## config.mk

```make
export PLATFORM = sky130hd
export DESIGN_NAME = fe_fetch_buf_flat
export DESIGN_NICKNAME = d
export VERILOG_FILES = /design/src/rtl/fe_fetch_buf_if.sv /design/src/rtl/fe_fetch_buf.sv /design/src/flat_wrapper.sv
export SDC_FILE = /design/constraint.sdc
export NUM_CORES = 2
export LEC_CHECK = 0
export ABC_CLOCK_PERIOD_IN_PS = 18900
export CAP_MARGIN = 0
export CORE_MARGIN = 4
export CORE_UTILIZATION = 45
export CTS_CLUSTER_SIZE = 12
export DETAILED_ROUTE_END_ITERATION = 6
export MAX_ROUTING_LAYER = met4
export PLACE_DENSITY = 0.72
export SYNTH_ARGS = -nofsm -noshare
export SYNTH_HDL_FRONTEND = slang
export SYNTH_SLANG_ARGS = --single-unit
```

## constraint.sdc

```tcl
create_clock -name clk -period 18.9 [get_ports clk]
set_clock_uncertainty 0.15 [all_clocks]
set_input_delay 3.78 -clock clk [delete_from_list [all_inputs] [get_ports clk]]
set_output_delay 3.78 -clock clk [all_outputs]
set_load 0.02 [all_outputs]
```

## src/rtl/fe_fetch_buf_if.sv

```systemverilog
// Fetch-side and memory-side handshake bundle for the fetch line buffer.
// The slave modport is the buffer; the master modport is its environment.
interface fe_fetch_buf_if #(
  parameter int unsigned PADDR_W    = 32,
  parameter int unsigned LINE_BYTES = 64
);

  logic                    req_valid_nnn;
  logic [PADDR_W-1:0]      req_addr_nnn;
  logic                    rsp_valid_nnn;
  logic [PADDR_W-1:0]      rsp_pc_nnn;
  logic [31:0]             rsp_instr_nnn;
  logic                    flush_rb1;
  logic                    mem_req_valid;
  logic                    mem_req_ready;
  logic [PADDR_W-1:0]      mem_req_addr;
  logic                    mem_rsp_valid;
  logic [LINE_BYTES*8-1:0] mem_rsp_data;

  modport master (
    output req_valid_nnn, req_addr_nnn, flush_rb1, mem_req_ready, mem_rsp_valid, mem_rsp_data,
    input  rsp_valid_nnn, rsp_pc_nnn, rsp_instr_nnn, mem_req_valid, mem_req_addr
  );

  modport slave (
    input  req_valid_nnn, req_addr_nnn, flush_rb1, mem_req_ready, mem_rsp_valid, mem_rsp_data,
    output rsp_valid_nnn, rsp_pc_nnn, rsp_instr_nnn, mem_req_valid, mem_req_addr
  );

endinterface

```

## src/rtl/fe_fetch_buf.sv

```systemverilog
// Fully-associative fetch line buffer: one request at a time, round-robin line fills.
// Define FE_FETCH_BUF_NEXT_LINE_PF_EN to prefetch the next sequential line after a miss.
module fe_fetch_buf #(
  parameter int unsigned PADDR_W    = 32,
  parameter int unsigned LINE_BYTES = 64,
  parameter int unsigned NUM_LINES  = 4
) (
  input  logic          clk,
  input  logic          reset_n,
  fe_fetch_buf_if.slave bus,
  output logic          busy
);

  localparam int unsigned OFS_W  = $clog2(LINE_BYTES);
  localparam int unsigned TAG_W  = PADDR_W - OFS_W;
  localparam int unsigned WORDS  = LINE_BYTES / 4;
  localparam int unsigned WORD_W = OFS_W - 2;
  localparam int unsigned VIC_W  = $clog2(NUM_LINES);

  typedef logic [WORDS-1:0][31:0] line_t;
  typedef logic [TAG_W-1:0]       tag_t;

`ifdef FE_FETCH_BUF_NEXT_LINE_PF_EN
  typedef enum logic [2:0] {
    FbIdle, FbHit, FbMissReq, FbMissWait, FbFillRsp, FbPfReq, FbPfWait
  } state_e;
`else
  typedef enum logic [2:0] {
    FbIdle, FbHit, FbMissReq, FbMissWait, FbFillRsp
  } state_e;
`endif

  state_e               state_q, state_d;
  logic [NUM_LINES-1:0] valid_q, valid_d;
  tag_t                 tag_q [NUM_LINES];
  tag_t                 tag_d [NUM_LINES];
  line_t                data_q [NUM_LINES];
  logic [VIC_W-1:0]     victim_q, victim_d;
  logic                 cancel_q, cancel_d;
  logic [PADDR_W-1:0]   pc_q, pc_d;
  logic                 rsp_q, rsp_d;
  logic [31:0]          instr_q, instr_d;
  logic                 mreq_q, mreq_d;
  tag_t                 mtag_q, mtag_d;
  logic                 busy_q, busy_d;
  logic                 fill_we;

  tag_t                 req_tag;
  logic [WORD_W-1:0]    req_word;
  logic [WORD_W-1:0]    pc_word;
  line_t                fill_line;
  logic                 req_hit;
  logic [VIC_W-1:0]     req_hit_idx;
  logic                 unused_addr;

  assign req_tag     = bus.req_addr_nnn[PADDR_W-1:OFS_W];
  assign req_word    = bus.req_addr_nnn[OFS_W-1:2];
  assign pc_word     = pc_q[OFS_W-1:2];
  assign fill_line   = bus.mem_rsp_data;
  assign unused_addr = ^bus.req_addr_nnn[1:0];

  always_comb begin
    req_hit     = 1'b0;
    req_hit_idx = '0;
    for (int unsigned i = 0; i < NUM_LINES; i++) begin
      if (valid_q[i] && (tag_q[i] == req_tag)) begin
        req_hit     = 1'b1;
        req_hit_idx = VIC_W'(i);
      end
    end
  end

`ifdef FE_FETCH_BUF_NEXT_LINE_PF_EN
  tag_t pf_tag;
  logic pf_hit;

  assign pf_tag = mtag_q + TAG_W'(1);

  always_comb begin
    pf_hit = 1'b0;
    for (int unsigned i = 0; i < NUM_LINES; i++) begin
      if (valid_q[i] && (tag_q[i] == pf_tag)) begin
        pf_hit = 1'b1;
      end
    end
  end
`endif

  always_comb begin
    state_d  = state_q;
    valid_d  = valid_q;
    tag_d    = tag_q;
    victim_d = victim_q;
    cancel_d = cancel_q;
    pc_d     = pc_q;
    rsp_d    = 1'b0;
    instr_d  = instr_q;
    mreq_d   = mreq_q;
    mtag_d   = mtag_q;
    fill_we  = 1'b0;

    if ((state_q != FbIdle) && bus.flush_rb1) begin
      cancel_d = 1'b1;
    end

    unique case (state_q)
      FbIdle: begin
        if (bus.req_valid_nnn && !bus.flush_rb1) begin
          pc_d = {bus.req_addr_nnn[PADDR_W-1:2], 2'b00};
          if (req_hit) begin
            instr_d = data_q[req_hit_idx][req_word];
            rsp_d   = 1'b1;
            state_d = FbHit;
          end else begin
            mreq_d  = 1'b1;
            mtag_d  = req_tag;
            state_d = FbMissReq;
          end
        end
      end
      FbHit: begin
        state_d = FbIdle;
      end
      FbMissReq: begin
        if (bus.mem_req_ready) begin
          mreq_d  = 1'b0;
          state_d = FbMissWait;
        end
      end
      FbMissWait: begin
        if (bus.mem_rsp_valid) begin
          fill_we           = 1'b1;
          valid_d[victim_q] = 1'b1;
          tag_d[victim_q]   = mtag_q;
          victim_d          = victim_q + VIC_W'(1);
          instr_d           = fill_line[pc_word];
          rsp_d             = 1'b1;
          state_d           = FbFillRsp;
        end
      end
      FbFillRsp: begin
`ifdef FE_FETCH_BUF_NEXT_LINE_PF_EN
        if (!pf_hit) begin
          mreq_d  = 1'b1;
          mtag_d  = pf_tag;
          state_d = FbPfReq;
        end else begin
          state_d = FbIdle;
        end
`else
        state_d = FbIdle;
`endif
      end
`ifdef FE_FETCH_BUF_NEXT_LINE_PF_EN
      FbPfReq: begin
        if (bus.mem_req_ready) begin
          mreq_d  = 1'b0;
          state_d = FbPfWait;
        end
      end
      FbPfWait: begin
        // Prefetch fills the line silently; no response is owed to the fetch side.
        if (bus.mem_rsp_valid) begin
          fill_we           = 1'b1;
          valid_d[victim_q] = 1'b1;
          tag_d[victim_q]   = mtag_q;
          victim_d          = victim_q + VIC_W'(1);
          state_d           = FbIdle;
        end
      end
`endif
      default: begin
        state_d = FbIdle;
      end
    endcase

    if (state_d == FbIdle) begin
      cancel_d = 1'b0;
    end
    busy_d = (state_d != FbIdle);
  end

  always_ff @(posedge clk or negedge reset_n) begin
    if (!reset_n) begin
      state_q  <= FbIdle;
      valid_q  <= '0;
      tag_q    <= '{default: '0};
      victim_q <= '0;
      cancel_q <= 1'b0;
      pc_q     <= '0;
      rsp_q    <= 1'b0;
      instr_q  <= '0;
      mreq_q   <= 1'b0;
      mtag_q   <= '0;
      busy_q   <= 1'b0;
    end else begin
      state_q  <= state_d;
      valid_q  <= valid_d;
      tag_q    <= tag_d;
      victim_q <= victim_d;
      cancel_q <= cancel_d;
      pc_q     <= pc_d;
      rsp_q    <= rsp_d;
      instr_q  <= instr_d;
      mreq_q   <= mreq_d;
      mtag_q   <= mtag_d;
      busy_q   <= busy_d;
    end
  end

  // Line payload is qualified by valid_q, so it needs no reset.
  always_ff @(posedge clk) begin
    if (fill_we) begin
      data_q[victim_q] <= fill_line;
    end
  end

  // A flush kills the response in the same cycle it is raised.
  assign bus.rsp_valid_nnn = rsp_q & ~cancel_q & ~bus.flush_rb1;
  assign bus.rsp_pc_nnn    = pc_q;
  assign bus.rsp_instr_nnn = instr_q;
  assign bus.mem_req_valid = mreq_q;
  assign bus.mem_req_addr  = {mtag_q, {OFS_W{1'b0}}};
  assign busy              = busy_q;

`ifdef ASSERT_ON
  req_while_busy_a: assert property (@(posedge clk) disable iff (!reset_n)
    !(busy_q && bus.req_valid_nnn));
`endif

endmodule

```

## src/flat_wrapper.sv

```systemverilog
// flat-port wrapper written by rule: the top's interface ports become plain ports
module fe_fetch_buf_flat 
#(
  parameter int unsigned PADDR_W    = 32,
  parameter int unsigned LINE_BYTES = 64,
  parameter int unsigned NUM_LINES  = 4
)
  (clk, reset_n, busy, bus_req_valid_nnn, bus_req_addr_nnn, bus_flush_rb1, bus_mem_req_ready, bus_mem_rsp_valid, bus_mem_rsp_data, bus_rsp_valid_nnn, bus_rsp_pc_nnn, bus_rsp_instr_nnn, bus_mem_req_valid, bus_mem_req_addr);
  fe_fetch_buf_if #(.PADDR_W(PADDR_W), .LINE_BYTES(LINE_BYTES)) bus_i ();
  input  logic clk;
  input  logic reset_n;
  output logic busy;
  input wire logic [$bits(bus_i.req_valid_nnn)-1:0] bus_req_valid_nnn;
  input wire logic [$bits(bus_i.req_addr_nnn)-1:0] bus_req_addr_nnn;
  input wire logic [$bits(bus_i.flush_rb1)-1:0] bus_flush_rb1;
  input wire logic [$bits(bus_i.mem_req_ready)-1:0] bus_mem_req_ready;
  input wire logic [$bits(bus_i.mem_rsp_valid)-1:0] bus_mem_rsp_valid;
  input wire logic [$bits(bus_i.mem_rsp_data)-1:0] bus_mem_rsp_data;
  output wire logic [$bits(bus_i.rsp_valid_nnn)-1:0] bus_rsp_valid_nnn;
  output wire logic [$bits(bus_i.rsp_pc_nnn)-1:0] bus_rsp_pc_nnn;
  output wire logic [$bits(bus_i.rsp_instr_nnn)-1:0] bus_rsp_instr_nnn;
  output wire logic [$bits(bus_i.mem_req_valid)-1:0] bus_mem_req_valid;
  output wire logic [$bits(bus_i.mem_req_addr)-1:0] bus_mem_req_addr;
  assign bus_i.req_valid_nnn = bus_req_valid_nnn;
  assign bus_i.req_addr_nnn = bus_req_addr_nnn;
  assign bus_i.flush_rb1 = bus_flush_rb1;
  assign bus_i.mem_req_ready = bus_mem_req_ready;
  assign bus_i.mem_rsp_valid = bus_mem_rsp_valid;
  assign bus_i.mem_rsp_data = bus_mem_rsp_data;
  assign bus_rsp_valid_nnn = bus_i.rsp_valid_nnn;
  assign bus_rsp_pc_nnn = bus_i.rsp_pc_nnn;
  assign bus_rsp_instr_nnn = bus_i.rsp_instr_nnn;
  assign bus_mem_req_valid = bus_i.mem_req_valid;
  assign bus_mem_req_addr = bus_i.mem_req_addr;
  fe_fetch_buf #(.PADDR_W(PADDR_W), .LINE_BYTES(LINE_BYTES), .NUM_LINES(NUM_LINES)) u_core (.clk(clk), .reset_n(reset_n), .bus(bus_i), .busy(busy));
endmodule
```

==> results.md <==
- Dpl cells: 9172
- Mapped Avg Cell Area: 15.1 µm²
- CTS root buf: clkbuf_16
- Initial antenna violation count: 163
- CP max stage cell: clkdlybuf4s50_1
- Clock slew at reported path FFs: 60 ps
- Max stage delay on crit path: 640 ps
- GRT overflow: 0
- Adder-cell share of the synthesized area: 0.0536%
- Max-cap violation count: 0
- Die ar.: 215000 µm²
- Die H: 463 µm
- Async SR Flop Fraction: 9.10%
- Pre-antenna DRT Iters: 7
- Crit Path Category: in -> out
- CTS Hold Bufs: 0
- Clock latency on the worst-skew pair: 900 ps
- Main combinational cell family by area after synthesis: compound AO/OA/AOI/OAI gates
- Post-synth EDFFs: 2048
- Proportion of layout cells with a drive suffix above 1: 12.7%
- Period minus WS final: 9550 ps
- Worst Path Required: 14970 ps
- Fillers: 16000
- Critical-path maximum fanout: 2
- Total track usage: 31.7%
- Finished Layout Cells: 9716
- Area grow syn2layout: 17.9%
- Power per cell area: 114 nW/µm²
- Via density: 6.64
- # nets final: 7264
- Total CTS buffers: 224
- DRT iter0 DRCs: 11500
- Synth Area in Simple Gates: 6.10%
- Core ar.: 205000 µm²
- Initial Util: 45.4%
- Synth Area in Compound Gates: 10.8%
- Post_cts resized: 0
- RSZ-0062 raised after global routing: false
- Maximum clock rate: 0.105 GHz
- Relative slew slack: 4.96%
- Largest net degree at the start of global routing: 142
- Vias in the first global route: 61200
- Failing checks: DRC
- Crit-path most repeated cell: clkdlybuf4s50_1
- Yosys Warn Count: 0
- Pins Over Slew Limit: 0
- Number of nets still failing antenna checks after routing: 0
- Fin util: 53.5%
- CTS tree: built
- CP top delay family: buffers and inverters
- FF+latch count, synth: 2253
- Setup TNS: 0 ps
- Xor/xnor share of the synthesized area: 1.05%
- Num rows: 166
- Final hold viol count: 0
- Ports: 649
- Post-route clock period utilization: 50.5%
- First-pass GRT wire length: 471000 µm
- Slew @ Worst Pin: 1410 ps
- Arrival @ worst endpoint: 5620 ps
- H-Tree Depth: 4
- Fin area: 110000 µm²
- Clock Path Buffers: 3
- DP HPWL: 206000 µm
- Seq/Total Area, Yosys: 71.4%
- Synthesized area: 93300 µm²
- Mapped Cells: 6171
- CP endpoint kind: output port
- Critical path, cell by cell: clkdlybuf4s50_1 > nor2_1 > and2_1 > clkdlybuf4s50_1
- Crit path buf inv count: 2
- Die Wd: 463 µm
- LEAKAGE: 37.1 nW
- Main synth FF type: edfxtp_1
- Avg WL per Cell: 35.3 µm
- Power, Total: 12.5 mW
- Final setup violation count: 0
- Peak supply drop: 0.102 mV
- Area after DPL: 103000 µm²
- Clock sink count: 2253
- Post-synthesis mux area share: 8.30%
- Worst min path class: reg -> reg
- Remaining routing DRC violations: 1
- Routed Wire Length: 343000 µm
- Vias: 64500
- Port buffer count: 638
- Outcome: complete, but fails checks
- Post-CTS setup buffer count: 0
- Type of origin of the critical path: input pin
- Synth cell types: 90
- GPL Wtd Cong: 0.897
[registers in the layout (all words and copies together) (netlist names)]
register / count
u_core.bus.mem_req_valid: 1
u_core.bus.rsp_instr_nnn: 32
u_core.bus.rsp_pc_nnn: 30
u_core.busy: 1
u_core.cancel_q: 1
u_core.data_q: 2048
u_core.mtag_q: 26
u_core.rsp_q: 1
u_core.state_q: 3
u_core.tag_q: 104
u_core.valid_q: 4
u_core.victim_q: 2
[cells in the final DEF (no fill, tap or decap), drive strengths merged, types with 27 or more instances in the layout]
cell type and n:
a211oi 209, a21o 27, a21oi 213, a31oi 140
a32oi 56, and3 149, buf 144, clkbuf 351
clkdlybuf4s50 633, clkinv 49, dfrtp 205, diode 136
edfxtp 2048, mux2 181, mux2i 219, mux4 156
nand2 634, nand3 100, nand4 51, nor2 151
nor3 60, o211ai 40, o21ai 482, o221ai 84
o22ai 29, xnor2 91
[synth_stat cells (all sizes together) (149+ instances only)]
master,instances,share of area (%)
a211oi,209,1.7
edfxtp,2048,66
mux4,156,3.8
o21ai,482,2.6
nor2,151,0.62
mux2,181,2.2
dfrtp,205,5.5
nand2,634,2.6
and3,149,1.0
clkbuf,243,0.98
a21oi,213,1.1
mux2i,219,2.3
buf,228,1.3
[layer usage]
metal  part of all wire [%]  track usage, %
met1                     35            40.3
met2                     43            44.5
met3                     16            11.5
met4                    5.8            16.7
met5                      0               -
[metrics by stage]
step                hold WS, ps  setup slack (ps)
floorplan                   284              3180
global placement            301              8860
detailed placement          304              8860
CTS                         322              9340
global route                346              9320
finish                      319              9350
[logic make-up (layout without fill, tap and decap cells)]
logic type	Yosys count	after routing
other cells	1	144
flops	2253	2253
simple gates	1239	1239
mux	556	556
xor+xnor	105	105
compound gates	1524	1524
buf+inv	489	1203
fa+ha+maj	4	4
[report_power, final]
group	total, mW	internal [mW]	switching (mW)
registers	6.10	5.82	0.278
logic	2.09	0.906	1.19
clock network	4.30	2.39	1.92
total	12.5	9.11	3.38
[cell type report]
| type | count | area, µm² | share of cell area, % |
|---|---|---|---|
| sequential | 2253 | 66600 | 60.6 |
| multi-input combinational | 3436 | 24900 | 22.6 |
| clock inverter | 57 | 744 | 0.677 |
| tap | 2688 | 3360 | 3.06 |
| antenna | 136 | 340 | 0.309 |
| clock buffer | 351 | 6320 | 5.75 |
| inverter | 18 | 109 | 0.0990 |
| timing repair buffer | 777 | 7580 | 6.89 |
[path summary, 6_finish.rpt]
kind	slack (ps)	cells past startpoint	end	start
worst max-delay path	9350	4	bus_rsp_valid_nnn	bus_flush_rb1
worst min-delay path	320	1	u_core.valid_q[3]	u_core.valid_q[3]
worst max register to register	12060	10	u_core.data_q[1][394]	u_core.state_q[2]
worst min register to register	320	1	u_core.valid_q[3]	u_core.valid_q[3]
max in group asynchronous	13210	3	u_core.bus.rsp_instr_nnn[4]	reset_n
min in group asynchronous	2830	1	u_core.bus.rsp_instr_nnn[29]	reset_n
Note: power is estimated with default switching activity, not from simulation.
